`config.mk`:
```
export PLATFORM = sky130hd
export DESIGN_NAME = up_sample_hw_output_stream
export DESIGN_NICKNAME = d
export VERILOG_FILES = /design/src/rtl/up_sample_hw_output_stream.sv
export SDC_FILE = /design/constraint.sdc
export NUM_CORES = 1
export LEC_CHECK = 0
export ABC_AREA = 1
export BUFFER_PORTS_ARGS = -buffer_cell sky130_fd_sc_hd__clkbuf_2
export CAP_MARGIN = 30
export CORE_MARGIN = 8
export CORE_UTILIZATION = 47
export CTS_CLUSTER_SIZE = 28
export DETAILED_ROUTE_END_ITERATION = 16
export PLACE_DENSITY_LB_ADDON = 0.3
export SLEW_MARGIN = 0
export SYNTH_ARGS = -nofsm -noshare
export SYNTH_HDL_FRONTEND = slang
export SYNTH_SLANG_ARGS = --single-unit
```
`constraint.sdc`:
```
create_clock -name clk -period 1.8 [get_ports clk]
set_input_delay 0.36 -clock clk [delete_from_list [all_inputs] [get_ports clk]]
set_output_delay 0.36 -clock clk [all_outputs]
set_load 0.005 [all_outputs]
```
`src/rtl/up_sample_hw_output_stream.sv`:
```
// up_sample_hw_output_stream: walks the 128x128 hw_output iteration domain, reads the stencil buffer and streams pixels out.
module up_sample_hw_output_stream #(
  parameter int WIDTH = 16,
  parameter int EXTENT_X = 128,
  parameter int EXTENT_Y = 128,
  parameter int START_DELAY = 0
) (
  input  logic             clk,
  input  logic             rst,
  input  logic             flush,
  input  logic             start,
  output logic             op_hcompute_hw_output_stencil_read_ren,
  output logic [WIDTH-1:0] op_hcompute_hw_output_stencil_read_ctrl_vars [2:0],
  input  logic [WIDTH-1:0] op_hcompute_hw_output_stencil_read [0:0],
  output logic [WIDTH-1:0] out_data,
  output logic             out_valid,
  input  logic             out_ready,
  output logic             done
);
  localparam int XW = EXTENT_X > 1 ? $clog2(EXTENT_X) : 1;
  localparam int YW = EXTENT_Y > 1 ? $clog2(EXTENT_Y) : 1;
  localparam int DW = $clog2(START_DELAY + 1) + 1;
  // WAIT lasts START_DELAY cycles, so the counter starts one below the delay
  localparam logic [DW-1:0] DLOAD = START_DELAY > 0 ? DW'(START_DELAY - 1) : '0;
  typedef enum logic [1:0] {IDLE, WAIT, RUN, DRAIN} state_t;
  state_t state, next;
  logic [XW-1:0] x;
  logic [YW-1:0] y;
  logic [DW-1:0] cnt;
  logic ren, xfer, x_last, y_last;
  assign x_last = x == XW'(EXTENT_X - 1);
  assign y_last = y == YW'(EXTENT_Y - 1);
  assign xfer = out_valid && out_ready;
  always_ff @(posedge clk or posedge rst)
    if (rst) state <= IDLE;
    else state <= next;
  always_comb begin
    next = flush ? IDLE :
           state == IDLE ? (start ? (START_DELAY > 0 ? WAIT : RUN) : IDLE) :
           state == WAIT ? (cnt == '0 ? RUN : WAIT) :
           state == RUN ? (ren && x_last && y_last ? DRAIN : RUN) :
           xfer ? IDLE : DRAIN;
  end
  // the output register is only reloaded when it is empty or being drained this cycle
  always_comb begin
    ren = state == RUN && (!out_valid || out_ready) && !flush;
  end
  assign op_hcompute_hw_output_stencil_read_ren = ren;
  assign op_hcompute_hw_output_stencil_read_ctrl_vars[0] = '0;
  assign op_hcompute_hw_output_stencil_read_ctrl_vars[1] = WIDTH'(y);
  assign op_hcompute_hw_output_stencil_read_ctrl_vars[2] = WIDTH'(x);
  always_ff @(posedge clk or posedge rst)
    if (rst) begin
      x <= '0;
      y <= '0;
      cnt <= '0;
    end else if (flush) begin
      x <= '0;
      y <= '0;
      cnt <= '0;
    end else begin
      if (state == IDLE && start) cnt <= DLOAD;
      else if (state == WAIT && cnt != '0) cnt <= cnt - 1'b1;
      if (ren) begin
        x <= x_last ? '0 : x + 1'b1;
        if (x_last) y <= y_last ? '0 : y + 1'b1;
      end
    end
  always_ff @(posedge clk or posedge rst)
    if (rst) begin
      out_data <= '0;
      out_valid <= 1'b0;
      done <= 1'b0;
    end else begin
      done <= !flush && state == DRAIN && xfer;
      if (flush) out_valid <= 1'b0;
      else if (ren) begin
        out_data <= op_hcompute_hw_output_stencil_read[0];
        out_valid <= 1'b1;
      end else if (xfer) out_valid <= 1'b0;
    end
endmodule
```
==> impl_metrics.json, run 1 <==
{
  "status": "finished, final reports clean",
  "clock-sinks": 35,
  "vias": 1608,
  "p_leak_nw": 1.30,
  "pwr_density_cell_nw_per_um2": 835,
  "die_x_microns": 80.6,
  "maxCapViolations": 0,
  "cts_buffers": 5,
  "firstDrtPassIters": 4,
  "grt_pass1_wl_microns": 7110,
  "drt_iter0_drc": 68,
  "cts_tree": "done",
  "slowest_stage": "dfrtp_1",
  "synthMuxAreaShare_pct": 0,
  "ir_worst_vdd_mv": 0.343,
  "cts.clk_slew.worst_paths_ns": 0.07,
  "finClkSkew_ns": 0.00679,
  "clockBufferDepth": 2,
  "grt_max_degree": 36,
  "startpoint_type": "flip-flop",
  "worstPathRequired_ns": 1.44,
  "cp_max_fo": 14,
  "track_usage_pct": 13.6,
  "synth-seq-area-share_pct": 44.6,
  "nNetsFinal": 329,
  "postCtsSetupBuffers": 0,
  "final_common_cell": "nand2_1",
  "hold_viol": 0,
  "final_cell_mix": "nand2_1 (96), clkbuf_2 (53), dfrtp_1 (35)",
  "wire_per_inst_microns": 12.2,
  "area_growth_pct": 13.9,
  "synth_simple_gate_area_share_pct": 31.8,
  "fin_crit_ns": 1.69,
  "crit_type": "flip-flop to primary output",
  "synth.ff_latch_count": 35,
  "htree_levels": 2,
  "die_h_microns": 80.6,
  "antenna_cells": 0,
  "die-area_sq_um": 6500,
  "ios": 88,
  "synth_area_per_cell_sq_um": 7.91,
  "max_freq_mhz": 592,
  "gp_congestion": 0.847,
  "finalCritPeriodShare_pct": 93.9,
  "synth_compound_area_share_pct": 3.38,
  "worstPathCellList": "nor2_4, nand2_4, nor2_8, clkbuf_2",
  "hold_buffers": 0,
  "wirelength_microns": 4360,
  "clk_latency_ns": 0.29,
  "grt_setup_unrepaired": "false",
  "ys_types": 26,
  "critPathArrivalTime_ns": 1.33,
  "rows": 23,
  "antenna_found_initial": 0,
  "hold_class": "input pin to asynchronous set/reset pin",
  "grt-ovfl-total": 0,
  "port_buffers": 53,
  "cts-root-buf": "clkbuf_8",
  "synthCells": 248,
  "grt_pass1_vias": 1562,
  "core_area_sq_um": 4000,
  "cp-end-kind": "primary output",
  "dp_hpwl_microns": 3400,
  "synthAdderAreaFrac_pct": 1.28,
  "syn-cell-area_sq_um": 1960,
  "drive_gt1_share_pct": 25.2,
  "critPathMaxStageDelay_ns": 0.44,
  "cts_resized": 0,
  "finalSetupViolCount": 0,
  "setup-tns-final_ns": 0,
  "ant_nets": 0,
  "synth_xor_area_share_pct": 0.446,
  "fillers": 397,
  "drc": 0,
  "finalMaxSlewViolations": 0,
  "synth_top_family_by_area": "simple AND/OR/NAND/NOR gates",
  "drt-vias-per-instance": 4.52,
  "fin_hold_ws_ns": 0.144,
  "ys.warnings.count": 0,
  "initial_core_util_pct": 49.0
}
-- routing by layer --
metal / routed length, microns / global-route usage [%] / part of all wire, %
met1: 1950 / 16.6 / 45
met5: 0 / 0 / 0
met2: 1970 / 21.7 / 45
met3: 389 / 4.46 / 8.9
met4: 54 / 5.27 / 1.2
-- flip-flops by register name (all words and copies together), names as in the netlist --
name,flops
out_data,16
x,7
y,7
state,2
cnt,1
done,1
out_valid,1
-- critical path, delay by kind of cell, from the launching register on --
kind / cells / cell delay (ns)
buffers and inverters: 1 / 0.16
flip-flops: 1 / 0.44
AND/OR/NAND/NOR: 3 / 0.44
-- logic make-up after synthesis --
| logic type | after synthesis |
|---|---|
| AND/OR/NAND/NOR | 141 |
| XOR/XNOR | 1 |
| AO/OA/AOI/OAI | 12 |
| flip-flops | 35 |
| other | 1 |
| adder cells (fa/ha/maj) | 2 |
| buffers and inverters | 56 |
-- synth_stat cells --
cell type	n	area (sq um)
xor2_1	1	8.76
conb_1	1	3.75
inv_4	2	12.5
o21ai_1	2	10.0
nand2_1	96	360
o21bai_1	1	7.51
o21ai_2	1	8.76
buf_4	36	270
nor4_1	1	6.26
nand4_1	4	25.0
inv_1	15	56.3
or2_2	1	6.26
o21ai_0	5	25.0
inv_2	2	7.51
buf_6	1	11.3
nand2_2	1	6.26
nand3_1	16	80.1
nor3_1	3	15.0
dfrtp_1	35	876
nor2_8	1	20.0
a21oi_1	3	15.0
nor2_4	1	11.3
nor2_1	11	41.3
ha_1	2	25.0
nor2_2	3	18.8
nand2_4	3	33.8
-- layout make-up --
type,count,area (sq um),share of cell area [%]
sequential,35,876,39.2
multi-input combinational,190,852,38.1
timing repair buffer,55,280,12.5
clock buffer,6,82.6,3.70
inverter,19,76.3,3.42
tap,50,62.6,2.80
clock inverter,1,5.00,0.224
-- final timing paths --
check,endpoint,startpoint,cells past startpoint,slack [ns]
worst max-delay path,op_hcompute_hw_output_stencil_read_ren,state[0],4,0.11
worst min-delay path,done,rst,3,0.14
worst max register to register,y[5],x[0],8,0.30
worst min register to register,out_data[10],out_data[10],2,0.47
max in group asynchronous,out_data[2],rst,3,1.33
min in group clk,out_data[10],op_hcompute_hw_output_stencil_read[10],3,0.27
-- where the power goes --
part           switching (mW)  internal (mW)
Clock                   0.269          0.300
Sequential             0.0591          0.886
Combinational           0.211          0.141
-- stage by stage --
| stage | utilization (%) | cells | setup slack (ns) | instance area, sq um | power, mW |
|---|---|---|---|---|---|
| 2_1_floorplan | - | 281 | 0.499 | 2090 | 1.20 |
| 3_3_place_gp | 53.7 | 349 | 0.378 | 2150 | 1.31 |
| 3_5_place_dp | 53.7 | 349 | 0.321 | 2150 | 1.32 |
| 4_1_cts | 55.9 | 356 | 0.103 | 2230 | 1.90 |
| 5_1_grt | 55.9 | 356 | 0.0335 | 2230 | 1.99 |
| 6_report | 55.9 | 356 | 0.110 | 2230 | 1.87 |
No activity file was read; power rests on OpenSTA's default activity.
==> inputs of run 2 (changes only) <==
- CORE_UTILIZATION: 47 -> 45
- clock period: 1.8 -> 1.6 ns (I/O delays scaled with it)
==> run 2 against run 1 <==
Effect of this change:
- total power rose by 12%
- wire length fell by 3.4%
- clock power grew 11%
- critical path type unchanged
- critical path depth is the same
- combinational power rose by 15%
- sequential share of layout area fell by 0.53 points
- non-clock buffer count rose by 3
- die area increased by 3.6%
- first-iteration DRC count shrank 47%
- global-route usage decreased by 0.67 points
- largest power group unchanged
- sequential cell count is the same
==> impl_metrics.json, run 2 (synthesized netlist as in run 1, its figures left out) <==
{
  "status": "finished, final reports clean",
  "nNetsFinal": 332,
  "largest_reg_flops": 16,
  "worstPathRequired_ns": 1.28,
  "drive_gt1_share_pct": 26.2,
  "worstPathCellList": "nor2_4, nand2_4, nor2_8, clkbuf_2",
  "gp_congestion": 0.840,
  "final_cells": 361,
  "final_common_cell": "nand2_1",
  "top_regs": "out_data: 16 flops, x: 7 flops, y: 7 flops",
  "clock-sinks": 35,
  "fillers": 437,
  "cts_buffers": 5,
  "antenna_found_initial": 0,
  "hold_class": "input pin to asynchronous set/reset pin",
  "cts-root-buf": "clkbuf_8",
  "finalCritPeriodShare_pct": 94.8,
  "maxCapViolations": 0,
  "ant_nets": 0,
  "pwr_density_cell_nw_per_um2": 925,
  "rows": 24,
  "drc": 0,
  "place_area_sq_um": 2160,
  "slowest_stage": "dfrtp_2",
  "antenna_cells": 0,
  "wire_per_inst_microns": 11.7,
  "wirelength_microns": 4210,
  "final_cell_mix": "nand2_1 (96), clkbuf_2 (53), conb_1 (34), dfrtp_1 (34), nand3_1 (16)",
  "largest-register": "out_data",
  "clockBufferDepth": 2,
  "firstDrtPassIters": 4,
  "critPathArrivalTime_ns": 1.20,
  "die_h_microns": 82.0,
  "ios": 88,
  "grt_pass1_wl_microns": 6920,
  "grt_max_degree": 36,
  "initial_core_util_pct": 46.0,
  "area_growth_pct": 15.6,
  "dp_hpwl_microns": 3350,
  "finClkSkew_ns": 0.00480,
  "finalSetupViolCount": 0,
  "post-route-util_pct": 53.2,
  "vias": 1604,
  "hold_viol": 0,
  "clk_latency_ns": 0.28,
  "multiInputGateArea_sq_um": 860,
  "cp_max_fo": 4,
  "grt_pass1_vias": 1586,
  "finalPower_mw": 2.10,
  "track_usage_pct": 12.9,
  "finalMaxSlewViolations": 0,
  "cp-end-kind": "primary output",
  "crit_type": "flip-flop to primary output",
  "core_area_sq_um": 4260,
  "die-area_sq_um": 6730,
  "hold_buffers": 0,
  "cts_tree": "done",
  "fin_area_sq_um": 2270,
  "drt-vias-per-instance": 4.44,
  "fin_hold_ws_ns": 0.104,
  "fin_crit_ns": 1.52,
  "startpoint_type": "flip-flop",
  "p_leak_nw": 1.31,
  "ir_worst_vdd_mv": 0.373,
  "die_x_microns": 82.0,
  "max_freq_mhz": 659,
  "critPathMaxStageDelay_ns": 0.44,
  "drt_iter0_drc": 36,
  "htree_levels": 2,
  "seq_area_sq_um": 877,
  "cts.clk_slew.worst_paths_ns": 0.07,
  "numPlacedInstances": 352,
  "grt-ovfl-total": 0,
  "port_buffers": 53
}
[run 2: changes by cell type in the layout (fill, tap and decap cells not counted), sizes merged]
cell  delta
buf      +3
[run 2: critical path, delay by kind of cell (launching register included)]
kind	cells	cell delay, ns
buf+inv	1	0.12
flops	1	0.44
simple gates	3	0.36
[run 2: report_power, final]
part / switching [mW] / total [mW] / internal, mW
Sequential: 0.0664 / 1.06 / 0.998
Combinational: 0.235 / 0.404 / 0.168
Clock: 0.292 / 0.630 / 0.337
Total: 0.594 / 2.10 / 1.50
[run 2: area by class of cell]
| class | count | share of cell area (%) |
|---|---|---|
| clock buffer | 6 | 3.64 |
| clock inverter | 1 | 0.221 |
| inverter | 19 | 3.36 |
| multi-input combinational | 190 | 37.9 |
| sequential | 35 | 38.7 |
| tap | 52 | 2.87 |
| timing repair buffer | 58 | 13.3 |
[run 2: worst paths after layout]
check,endpoint,slack [ns],startpoint,cells after the start
max,op_hcompute_hw_output_stencil_read_ren,0.08,state[0],4
min in group clk,out_data[7],0.24,op_hcompute_hw_output_stencil_read[7],3
min,done,0.10,rst,3
max in group asynchronous,state[0],1.17,rst,3
min reg2reg,out_data[9],0.47,out_data[9],2
max reg2reg,y[2],0.14,x[0],8
[run 2: through the flow]
stage	setup WS, ns	TNS [ns]
after CTS	0.0693	0
after detailed placement	0.134	0
after floorplan	0.299	0
final	0.0828	0
after global routing	-0.00811	-0.0106
after global placement	0.237	0
[run 2: per-layer routing]
layer	track usage [%]	up-vias	part of all wire, %
li1	-	825	-
met1	15.8	713	43
met2	20.8	64	47
met3	4.16	2	10
met4	4.74	0	0.26
met5	0	-	0
[run 2: timing repair]
action / in CTS / in global routing
gates cloned: 0 / 0
hold endpoints to repair: 0 / 0
gates resized for setup: 0 / 2
setup buffers: 1 / 1
setup endpoints to repair: 1 / 3
pin swaps: 1 / 0
==> inputs of run 3 (changes only) <==
- MAX_ROUTING_LAYER: default -> met4
==> run 3 against run 2 <==
Effect of this change:
- die area unchanged
- critical endpoint unchanged
- wire length about the same
- cell area unchanged
==> impl_metrics.json, run 3 (synthesized netlist as in run 1, its figures left out) <==
{
  "htree_levels": 2,
  "sw_frac_of_total_pct": 28.5,
  "cts_buffers": 5,
  "seqPwrFrac_pct": 50.6,
  "clk_latency_ns": 0.28,
  "crit_family": "flip-flops",
  "final_cells": 361,
  "drc": 0,
  "ant_nets": 0,
  "vias": 1608,
  "grt_max_degree": 36,
  "firstDrtPassIters": 4,
  "r2r-start": "x[0]",
  "p_int_mw": 1.50,
  "cts_tree": "done",
  "dp_hpwl_microns": 3350,
  "die_h_microns": 82.0,
  "finalPower_mw": 2.10,
  "p_switching_mw": 0.600,
  "wire_per_inst_microns": 11.7,
  "wirelength_microns": 4210,
  "grt_pass1_vias": 1588,
  "largest_reg_flops": 16,
  "nNetsFinal": 332,
  "drive_gt1_share_pct": 26.2,
  "ios": 88,
  "hold_viol": 0,
  "port_buffers": 53,
  "power_frac_comb_pct": 19.2,
  "path_buf_inv": 1,
  "startpoint_type": "flip-flop",
  "rows": 24,
  "cts-root-buf": "clkbuf_8",
  "status": "finished, final reports clean",
  "slowest_stage": "dfrtp_2",
  "cp-startpoint": "state[0]",
  "cp_max_fo": 4,
  "hold_class": "input pin to asynchronous set/reset pin",
  "p_leak_nw": 1.31,
  "maxCapViolations": 0,
  "setup-tns-final_ns": 0,
  "drt-vias-per-instance": 4.45,
  "clockBufferDepth": 2,
  "cts.clk_slew.worst_paths_ns": 0.07,
  "largest-register": "out_data",
  "area_growth_pct": 15.6,
  "gp_congestion": 0.853,
  "antenna_found_initial": 0,
  "die_x_microns": 82.0,
  "post-route-util_pct": 53.2,
  "worstPathRequired_ns": 1.28,
  "top_regs": "out_data: 16 flops, x: 7 flops, y: 7 flops",
  "p_clk_share_pct": 30.2,
  "final_common_cell": "nand2_1",
  "crit_type": "flip-flop to primary output",
  "antenna_cells": 0,
  "finClkSkew_ns": 0.00512,
  "finalCritPeriodShare_pct": 95.1,
  "track_usage_pct": 13.4,
  "numPlacedInstances": 352,
  "cp-end-kind": "primary output",
  "initial_core_util_pct": 46.0,
  "grt_pass1_wl_microns": 6930,
  "pwr_density_cell_nw_per_um2": 927,
  "critPathMaxStageDelay_ns": 0.44,
  "fin_crit_ns": 1.52,
  "die-area_sq_um": 6730,
  "grt-ovfl-total": 0,
  "max_freq_mhz": 657,
  "final_cell_mix": "nand2_1 (96), clkbuf_2 (53), conb_1 (34), dfrtp_1 (34), nand3_1 (16)",
  "core_area_sq_um": 4260,
  "ir_worst_vdd_mv": 0.376,
  "clock-sinks": 35,
  "critPathArrivalTime_ns": 1.20,
  "worstPathCellList": "nor2_4, nand2_4, nor2_8, clkbuf_2",
  "finalMaxSlewViolations": 0,
  "finalSetupViolCount": 0,
  "drt_iter0_drc": 43
}
[run 3: through the flow]
| stage | hold slack (ns) | setup WS [ns] | area [sq um] |
|---|---|---|---|
| final | 0.0997 | 0.0787 | 2270 |
| after global placement | 0.420 | 0.237 | 2160 |
| after global routing | 0.143 | -0.00811 | 2270 |
| after detailed placement | 0.428 | 0.134 | 2160 |
| after CTS | 0.118 | 0.0693 | 2250 |
| after floorplan | 0.383 | 0.299 | 2090 |
[run 3: path summary, 6_finish.rpt]
path | end | slack (ns) | depth (start not counted)
min in group clk | out_data[7] | 0.24 | 3
worst min-delay path | done | 0.1 | 3
worst min register to register | out_data[9] | 0.47 | 2
worst max register to register | y[2] | 0.13 | 8
worst max-delay path | op_hcompute_hw_output_stencil_read_ren | 0.08 | 4
max in group asynchronous | state[0] | 1.18 | 3
[run 3: cell type report]
cell class,instances,area (sq um)
repair buffers,58,303
inverters,19,76.3
clock inverters,1,5.00
multi-input cells,190,860
fillers,437,2000
flip-flops and latches,35,877
clock buffers,6,82.6
well taps,52,65.1
[run 3: what timing repair did]
action	CTS	global route
hold buffers	0	0
setup buffers	1	1
pin swaps	1	0
gates resized for setup	0	2
endpoints found under the setup margin	1	3
[run 3: worst reg2reg max path, stage by stage, from the launching register on]
cell and delay [ns]:
dfrtp_1 0.42, ha_1 0.23, nand2_1 0.10, nor2_2 0.15, nand2_2 0.11, nand2_1 0.13
nand2_4 0.10, nand2_1 0.07, o21ai_1 0.06
[run 3: per-layer routing]
| layer | track usage [%] | share of wire, % | vias up |
|---|---|---|---|
| met3 | 4.16 | 10 | 6 |
| met5 | - | 0 | - |
| met4 | 4.74 | 1.2 | 0 |
| met2 | 20.8 | 46 | 58 |
| met1 | 15.9 | 43 | 718 |
| li1 | - | - | 826 |
[run 3: power groups by stage]
stage | combinational, mW | sequential, mW | clock, mW
detailed placement | 0.401 | 1.08 | 0
global route | 0.466 | 1.08 | 0.697
global placement | 0.399 | 1.07 | 0
finish | 0.404 | 1.06 | 0.635
CTS | 0.406 | 1.06 | 0.656
floorplan | 0.265 | 1.09 | 0
